## src/rtl/frame_stream_ctrl_if.sv

```systemverilog
`default_nettype none
// ============================================================================
// Module   : frame_stream_ctrl_if
// Brief    : 32-bit AXI4-Stream master/slave bundle for the S2MM DMA port.
// Revision : 1.0 - initial release
// ============================================================================
interface frame_stream_ctrl_if;
    logic [31:0] tdata;
    logic [3:0]  tkeep;
    logic        tlast;
    logic        tvalid;
    logic        tready;

    modport master (
        output tdata,
        output tkeep,
        output tlast,
        output tvalid,
        input  tready
    );

    modport slave (
        input  tdata,
        input  tkeep,
        input  tlast,
        input  tvalid,
        output tready
    );
endinterface
`default_nettype wire

```

## src/rtl/frame_stream_ctrl.sv

```systemverilog
`default_nettype none
// ============================================================================
// Module   : frame_stream_ctrl
// Brief    : Collects one LENGTH-sample frame, then streams the frame buffer
//            out over AXI-Stream via a 2-entry skid buffer with tlast/done.
//            Optional STREAM_HDR_EN: prepends a {16'hF0A5, frame_cnt} beat.
// Revision : 1.0 - initial release
// ============================================================================
module frame_stream_ctrl #(
    parameter int DATA_SIZE   = 12,
    parameter int LENGTH      = 32768,
    parameter int LENGTH_SIZE = 15
) (
    input  wire logic                   clk,
    input  wire logic                   rst,
    input  wire logic                   start,
    input  wire logic                   abort,
    input  wire logic                   sample_valid,
    output logic                        collect,
    output logic                        rd_en,
    output logic [LENGTH_SIZE-1:0]      rd_addr,
    input  wire logic [DATA_SIZE-1:0]   rd_data,
    frame_stream_ctrl_if.master         m_axis,
    output logic                        busy,
    output logic                        done,
    output logic [15:0]                 frame_cnt
);

    typedef enum logic [1:0] {
        ST_IDLE    = 2'd0,
        ST_COLLECT = 2'd1,
        ST_DRAIN   = 2'd2,
        ST_DONE    = 2'd3
    } state_t;

    localparam logic [LENGTH_SIZE-1:0] c_last_addr = LENGTH_SIZE'(LENGTH - 1);

    state_t                 r_state;
    logic [LENGTH_SIZE-1:0] r_cnt;
    logic [LENGTH_SIZE-1:0] r_rd_addr;
    logic                   r_rd_done;
    logic                   r_collect;
    logic                   r_busy;
    logic                   r_done;
    logic [15:0]            r_frame_cnt;

    logic                   r_inflight;
    logic                   r_inflight_last;
    logic [1:0]             r_occ;
    logic [31:0]            r_skid_data [2];
    logic                   r_skid_last [2];

    logic [31:0]            w_sample_ext;
    logic                   w_pop;
    logic                   w_space;
    logic                   w_rd_en;
    logic                   w_enter_drain;
    logic                   w_hdr_ok;
    logic [1:0]             w_occ_after_pop;

    generate
        if (DATA_SIZE < 32) begin : g_pad
            assign w_sample_ext = {{(32-DATA_SIZE){1'b0}}, rd_data};
        end else begin : g_full
            assign w_sample_ext = rd_data;
        end
    endgenerate

    assign w_pop           = (r_occ != 2'd0) && m_axis.tready;
    assign w_occ_after_pop = r_occ - {1'b0, w_pop};
    // Count the beat leaving this cycle so a steady tready=1 stream runs at full rate.
    assign w_space         = ({1'b0, r_occ} + {2'b00, r_inflight}) < (3'd2 + {2'b00, w_pop});
    assign w_enter_drain   = (r_state == ST_COLLECT) && !abort && sample_valid
                             && (r_cnt == c_last_addr);
    assign w_rd_en         = (r_state == ST_DRAIN) && !r_rd_done && w_hdr_ok && w_space;

`ifdef STREAM_HDR_EN
    localparam logic [15:0] c_hdr_tag = 16'hF0A5;
    logic r_hdr_done;

    always_ff @(posedge clk) begin
        if (rst) begin
            r_hdr_done <= 1'b0;
        end else if (w_enter_drain) begin
            r_hdr_done <= 1'b0;
        end else if ((r_state == ST_DRAIN) && w_pop) begin
            r_hdr_done <= 1'b1;
        end
    end
    assign w_hdr_ok = r_hdr_done;
`else
    assign w_hdr_ok = 1'b1;
`endif

    always_ff @(posedge clk) begin
        if (rst) begin
            r_state     <= ST_IDLE;
            r_cnt       <= '0;
            r_rd_addr   <= '0;
            r_rd_done   <= 1'b0;
            r_collect   <= 1'b0;
            r_busy      <= 1'b0;
            r_done      <= 1'b0;
            r_frame_cnt <= 16'd0;
        end else begin
            r_done <= 1'b0;
            if (w_rd_en) begin
                r_rd_addr <= r_rd_addr + LENGTH_SIZE'(1);
                if (r_rd_addr == c_last_addr) begin
                    r_rd_done <= 1'b1;
                end
            end
            case (r_state)
                ST_IDLE: begin
                    if (start) begin
                        r_state   <= ST_COLLECT;
                        r_cnt     <= '0;
                        r_collect <= 1'b1;
                        r_busy    <= 1'b1;
                    end
                end
                ST_COLLECT: begin
                    if (abort) begin
                        r_state   <= ST_IDLE;
                        r_collect <= 1'b0;
                        r_busy    <= 1'b0;
                    end else if (sample_valid) begin
                        if (r_cnt == c_last_addr) begin
                            r_state   <= ST_DRAIN;
                            r_collect <= 1'b0;
                            r_rd_addr <= '0;
                            r_rd_done <= 1'b0;
                        end else begin
                            r_cnt <= r_cnt + LENGTH_SIZE'(1);
                        end
                    end
                end
                ST_DRAIN: begin
                    if (w_pop && r_skid_last[0]) begin
                        r_state     <= ST_DONE;
                        r_done      <= 1'b1;
                        r_frame_cnt <= r_frame_cnt + 16'd1;
                    end
                end
                ST_DONE: begin
                    r_state <= ST_IDLE;
                    r_busy  <= 1'b0;
                end
                default: begin
                    r_state <= ST_IDLE;
                end
            endcase
        end
    end

    // Skid buffer: entry 0 is the head; a pop shifts, a push lands behind what remains.
    always_ff @(posedge clk) begin
        if (rst) begin
            r_occ           <= 2'd0;
            r_inflight      <= 1'b0;
            r_inflight_last <= 1'b0;
        end else begin
            r_inflight      <= w_rd_en;
            r_inflight_last <= w_rd_en && (r_rd_addr == c_last_addr);
            if (w_pop) begin
                r_skid_data[0] <= r_skid_data[1];
                r_skid_last[0] <= r_skid_last[1];
            end
            if (r_inflight) begin
                r_skid_data[w_occ_after_pop[0]] <= w_sample_ext;
                r_skid_last[w_occ_after_pop[0]] <= r_inflight_last;
            end
            r_occ <= r_occ + {1'b0, r_inflight} - {1'b0, w_pop};
`ifdef STREAM_HDR_EN
            if (w_enter_drain) begin
                r_skid_data[0] <= {c_hdr_tag, r_frame_cnt};
                r_skid_last[0] <= 1'b0;
                r_occ          <= 2'd1;
            end
`endif
        end
    end

    assign collect       = r_collect;
    assign rd_en         = w_rd_en;
    assign rd_addr       = r_rd_addr;
    assign busy          = r_busy;
    assign done          = r_done;
    assign frame_cnt     = r_frame_cnt;
    assign m_axis.tdata  = r_skid_data[0];
    assign m_axis.tkeep  = 4'hF;
    assign m_axis.tvalid = (r_occ != 2'd0);
    assign m_axis.tlast  = (r_occ != 2'd0) && r_skid_last[0];

endmodule
`default_nettype wire
```

## src/flat_wrapper.sv

```systemverilog
// flat-port wrapper written by rule: the top's interface ports become plain ports
module frame_stream_ctrl_flat 
#(
    parameter int DATA_SIZE   = 12,
    parameter int LENGTH      = 32768,
    parameter int LENGTH_SIZE = 15
)
  (clk, rst, start, abort, sample_valid, collect, rd_en, rd_addr, rd_data, busy, done, frame_cnt, m_axis_tdata, m_axis_tkeep, m_axis_tlast, m_axis_tvalid, m_axis_tready);
  frame_stream_ctrl_if m_axis_i ();
  input  wire logic clk;
  input  wire logic rst;
  input  wire logic start;
  input  wire logic abort;
  input  wire logic sample_valid;
  output logic collect;
  output logic rd_en;
  output logic [LENGTH_SIZE-1:0] rd_addr;
  input  wire logic [DATA_SIZE-1:0] rd_data;
  output logic busy;
  output logic done;
  output logic [15:0] frame_cnt;
  output wire logic [$bits(m_axis_i.tdata)-1:0] m_axis_tdata;
  output wire logic [$bits(m_axis_i.tkeep)-1:0] m_axis_tkeep;
  output wire logic [$bits(m_axis_i.tlast)-1:0] m_axis_tlast;
  output wire logic [$bits(m_axis_i.tvalid)-1:0] m_axis_tvalid;
  input wire logic [$bits(m_axis_i.tready)-1:0] m_axis_tready;
  assign m_axis_tdata = m_axis_i.tdata;
  assign m_axis_tkeep = m_axis_i.tkeep;
  assign m_axis_tlast = m_axis_i.tlast;
  assign m_axis_tvalid = m_axis_i.tvalid;
  assign m_axis_i.tready = m_axis_tready;
  frame_stream_ctrl #(.DATA_SIZE(DATA_SIZE), .LENGTH(LENGTH), .LENGTH_SIZE(LENGTH_SIZE)) u_core (.clk(clk), .rst(rst), .start(start), .abort(abort), .sample_valid(sample_valid), .collect(collect), .rd_en(rd_en), .rd_addr(rd_addr), .rd_data(rd_data), .m_axis(m_axis_i), .busy(busy), .done(done), .frame_cnt(frame_cnt));
endmodule
```

## config.mk

```make
export PLATFORM = sky130hd
export DESIGN_NAME = frame_stream_ctrl_flat
export DESIGN_NICKNAME = d
export VERILOG_FILES = /design/src/rtl/frame_stream_ctrl_if.sv /design/src/rtl/frame_stream_ctrl.sv /design/src/flat_wrapper.sv
export SDC_FILE = /design/constraint.sdc
export NUM_CORES = 1
export LEC_CHECK = 0
export ABC_AREA = 1
export CAP_MARGIN = 20
export CORE_MARGIN = 4
export CORE_UTILIZATION = 46
export DETAILED_ROUTE_END_ITERATION = 10
export GPL_ROUTABILITY_DRIVEN = 0
export PLACE_DENSITY_LB_ADDON = 0.15
export SETUP_SLACK_MARGIN = 0.3
export SLEW_MARGIN = 20
export SYNTH_ARGS = -nofsm -noshare
export SYNTH_HDL_FRONTEND = slang
export SYNTH_SLANG_ARGS = --single-unit
```

## constraint.sdc

```tcl
create_clock -name clk -period 2.27 [get_ports clk]
set_clock_uncertainty 0.1 [all_clocks]
set_input_delay 0.3405 -clock clk [delete_from_list [all_inputs] [get_ports clk]]
set_output_delay 0.3405 -clock clk [all_outputs]
set_load 0.1 [all_outputs]
```

Yosys cells after proc, flatten, opt, wreduce, memory -nomap -nowiden
Memory sizes are Yosys's and may differ from the RTL's.
Cells that the tools add are included.

operators by class
  add/subtract/negate cells = 8
  magnitude comparators = 1
  eq/ne operators = 13
  multiplexer cells = 36
  bitwise logic cells = 1
  reductions and logical operators = 17

operator list
  kind                   count
  $mux 15                9
  $add 15x1->15 const B  2
  $eq 15x15->1 const B   2
  $pmux 15 s2            1
  $mux 1                 18
  $add 16x1->16 const B  1
  $ne 2x2->1 const B     6
  $mux 2                 5
  $pmux 2 s4             1
  $reduce_and 4->1       2
  $logic_and 1x1->1      6
  $ne 3x3->1 const B     2
  $reduce_and 5->1       1
  $eq 2x2->1 const B     2
  $reduce_bool 2->1      2
  $add 2x1->3            1
  $add 2x1->3 const A    1
  $lt 3x3->1             1
  $pmux 1 s3             1
  $reduce_and 3->1       1
  $reduce_bool 3->1      1
  $add 2x1->2            1
  $eq 2x1->1 const B     1
  $logic_not 2->1        1
  other kinds (7)        7

storage, ports and cells
  register bits = 56
  memory bits (writable) = 66
  input port bits = 18
  output and inout bits = 73
  logic and storage cells = 89
  memories kept = 2

memories
  memory              depth  width  rd ports  clocked after memory_dff  wr ports  line                     source
  u_core.r_skid_data  2      32     2         0                         2         frame_stream_ctrl.sv:50  logic [31:0] r_skid_data [2];
  u_core.r_skid_last  2      1      2         0                         2         frame_stream_ctrl.sv:51  logic r_skid_last [2];

Longest topological paths before layout
  depth in word-level cells = 10
  gate-level depth with buffers = 11
  depth with buffers taken out = 10

Least setup slack after synthesis
No wires, ideal clock.

  path type = reg2reg
  from = reg u_core.r_occ[0]
  to = mem u_core.r_skid_data[1][0], enable pin
  library setup time = 400 ps
  arrival time = 2479 ps
  data required time = 1770 ps
  path slack = -709 ps
  stages on the path, launching flop included = 9
  path buffers = 0
  period minus slack after synthesis = 2979 ps
  cell sequence = dfxtp_1 > inv_1 > nand2_1 > nand2_1 > inv_1 > nand2_1 > o21ai_0 > inv_1 > nor3_1

RTL lines
  item                    line                      source
  from (decl)             frame_stream_ctrl.sv:49   logic [1:0] r_occ;
  from (signal assigned)  frame_stream_ctrl.sv:173  r_occ <= r_occ + {1'b0, r_inflight} - {1'b0, w_pop};
  to (decl)               frame_stream_ctrl.sv:50

Worst setup path after layout
  from = reg u_core.r_occ[0]
  to = out rd_en

on the way
  longest elaborated chain between the ends = 5
  elaborated cells between the ends (all ways) = 6
  classes of those cells = add/sub (2); order compare (1); reduce/logical (3)

RTL lines
  item                   line                     source
  $reduce_bool 2->1      frame_stream_ctrl.sv:69  assign w_pop = (r_occ != 2'd0) && m_axis.tready;
  $logic_and 1x1->1      frame_stream_ctrl.sv:69
  $add 2x1->3            frame_stream_ctrl.sv:72  assign w_space = ({1'b0, r_occ} + {2'b00, r_inflight}) < (3'd2 + {2'b00, w_pop});
  $lt 3x3->1 (*)         frame_stream_ctrl.sv:72
  $logic_and 1x1->1 (*)  frame_stream_ctrl.sv:75  assign w_rd_en = (r_state == ST_DRAIN) && !r_rd_done && w_hdr_ok && w_space;
  to (decl)              flat_wrapper.sv:16       output logic rd_en;

Every way passes the cells marked *; elsewhere a longest branch is shown, timed or not.

==> reports/metrics.cfg <==
[placed_design]
dpl.hpwl_mm=6.49
place_ws_ps=171
dpl_cell_area_sq_mm=0.00483
place.detailed.instances=706
placement.io_buffers=66

[yosys]
ys_seq_area_share_pct=45.9
yosysWarnings=0
synthFlopType=dfxtp_1
synth_area_per_cell_sq_um=7.77
async_flop_share_pct=0
syn_area_sq_mm=0.00414
synth_edf_count=26
synth_area_leaders=dfxtp_1, edfxtp_1, nand2_1, nor2_1, inv_1
synth_top_cell_area_share_pct=27.1
synthDistinctLibCells=38
netlist_instances=533
synth_top_cell_by_area=dfxtp_1
ys_seq_elements=82

[die]
die-width_um=103
core_area_sq_mm=0.00872
ios=91
start_util_pct=47.5
die_y_um=103
placementRows=34
die_area_sq_mm=0.0106

[sta]
finalSetupViolCount=0
fmax_ghz=0.512
tns_ps=0
rsz0062_at_grt=true
whs_ps=349
hold_violations=0
fin_crit_ps=1950
setup_slack_ps=316
finalMaxSlewViolations=0
fin_crit_sh_pct=86.1

[layout]
stdcell_area_sq_mm=0.00523
final_nets=642
area_growth_pct=26.3
final_cells=730
n_antenna_cell=0
post-route-util_pct=60.0
drive_above_1_share_pct=23.2
fill_cells=786

[clock_tree]
max-clock-path-buffers=2
root_buffer=clkbuf_8
cts-buffers-inserted=9
htree_levels=3
worstSkewPairLatency_ps=350
clock-sinks=82
path_clk_slew_ps=90
cts_tree=yes
postCtsHoldBufs=0

[power]
leakage_nw=2.12
ir_drop_v=0.000389
power_frac_comb_pct=19.6
finalPower_mw=3.59
seq_power_share_pct=43.5
p_sw_mw=1.15
clkPwrFrac_pct=36.9
switching_share_pct=31.9
p_per_area_mw_per_mm2=687
internal_power_mw=2.45

[setup_path]
cp-start-kind=flop
crit_path_max_fanout=3
rr_startpoint=u_core.r_cnt[0]
worst-path-buf-inv=2
r2r.worst_path.cells=9
worstPathArrival_ps=1510
ff2ff_setup_slack_ps=430
cpMostUsedCell=ha_4
cpMaxStageDelayCell=dfxtp_4
cp_cell_sequence=ha_4 -> ha_4 -> o21ai_4 -> nand2_2 -> clkinv_4 -> buf_12
crit_type=reg2out
endpoint_kind=output pin
r2r_end=u_core.rd_addr[14]
crit_family=adder cells
critical_path.max_stage_delay_ps=360
worst-endpoint-required_ps=1830

[global_routing]
grt_pass1_vias=3257
grt_first_pass_wirelength_mm=14.6
track_usage_pct=17.3
grt_overflow=0
grt_max_degree=27
antenna_found_initial=0

[worst_hold_path]
min_path_cells=0
min_to=u_core.r_skid_last[1]
hold_start=u_core.r_inflight_last
min_path_type=reg2reg

[detailed_routing]
num_vias=3627
wire_per_inst_um=12.4
wirelength_mm=9.05
ant_nets=0
drt_first_pass_iters=4
vias_per_cell=4.97
drc=0
dr.first_iter.drc_count=100

[status]
status=finished, final reports clean

[job]
drv_cap=0

==> final cells by class <==
| class | instances | area, sq um | area share, % |
|---|---|---|---|
| timing repair buffer | 83 | 698 | 13.4 |
| inverter | 64 | 245 | 4.69 |
| tap | 108 | 135 | 2.58 |
| timing repair inverter | 1 | 5.00 | 0.0957 |
| multi-input combinational | 376 | 1960 | 37.4 |
| sequential | 82 | 1940 | 37.0 |
| clock inverter | 7 | 130 | 2.49 |
| clock buffer | 9 | 124 | 2.37 |
==> routing by layer <==
metal	track usage [%]	routed length, um
met1	21.9	3940
met2	28.4	4470
met3	4.74	528
met4	6.08	102
met5	0	0
==> power by group through the flow <==
| stage | clock (mW) | sequential [mW] | combinational (mW) |
|---|---|---|---|
| finish | 1.33 | 1.56 | 0.703 |
| global route | 1.43 | 1.57 | 0.744 |
| CTS | 1.36 | 1.56 | 0.680 |
| detailed placement | 0 | 1.59 | 0.655 |
| global placement | 0 | 1.59 | 0.651 |
| floorplan | 0 | 1.70 | 0.459 |
==> cells by family (layout without fill, tap and decap cells) <==
group / after synthesis / count (layout) / synth area share [%]
other cells: 2 / 24 / 0.181
simple gates: 254 / 254 / 27.3
buf+inv: 97 / 164 / 11.4
xor+xnor: 16 / 16 / 3.38
fa+ha+maj: 7 / 7 / 2.12
compound gates: 75 / 75 / 9.67
flops: 82 / 82 / 45.9
==> synth_stat cells, types with 7 or more instances <==
cell type / instances
nand2_1: 113
nor2_1: 68
inv_1: 60
dfxtp_1: 56
a21oi_1: 35
nand3_1: 35
o21ai_0: 29
edfxtp_1: 26
buf_4: 25
xor2_1: 12
ha_1: 7
nand4_1: 7
nor3_1: 7
==> what timing repair did <==
item / CTS / global route
endpoints found under the setup margin: 1 / 25
pin swaps: 4 / 3
gates cloned: 0 / 1
setup buffers: 5 / 2
gates resized for setup: 13 / 8
==> sequential cells by signal (all words and copies together) (netlist names), 2 cells and up, named ones only <==
| register | count |
|---|---|
| u_core.rd_addr | 15 |
| u_core.r_skid_last | 2 |
| u_core.r_occ | 2 |
| u_core.frame_cnt | 16 |
| u_core.r_cnt | 15 |
| u_core.r_skid_data | 24 |
==> worst max path at each step <==
stage                          from                         to  slack, ps  cells past startpoint
finish              u_core.r_occ[0]                      rd_en        320                      6
global route        u_core.r_occ[0]                      rd_en        240                      6
CTS                 u_core.r_occ[0]                      rd_en        300                      8
detailed placement    m_axis_tready      u_core.r_skid_last[0]        170                     10
global placement      m_axis_tready  u_core.r_skid_data[0][10]        230                     10
floorplan           u_core.r_occ[1]   u_core.r_skid_data[0][0]        300                     10
==> cells in the final DEF, fill, tap and decap left out, types with 6 or more instances in the layout <==
cell type	n
dfxtp_2	21
a21oi_1	35
conb_1	24
clkdlybuf4s50_1	17
inv_1	58
nand2_1	110
nor3_1	6
nand4_1	7
nand3_1	35
dfxtp_1	33
edfxtp_1	26
clkbuf_8	9
o21ai_0	27
buf_4	62
nand2_2	6
nor2_1	68
xor2_1	11
(Power assumes the default switching activity.)
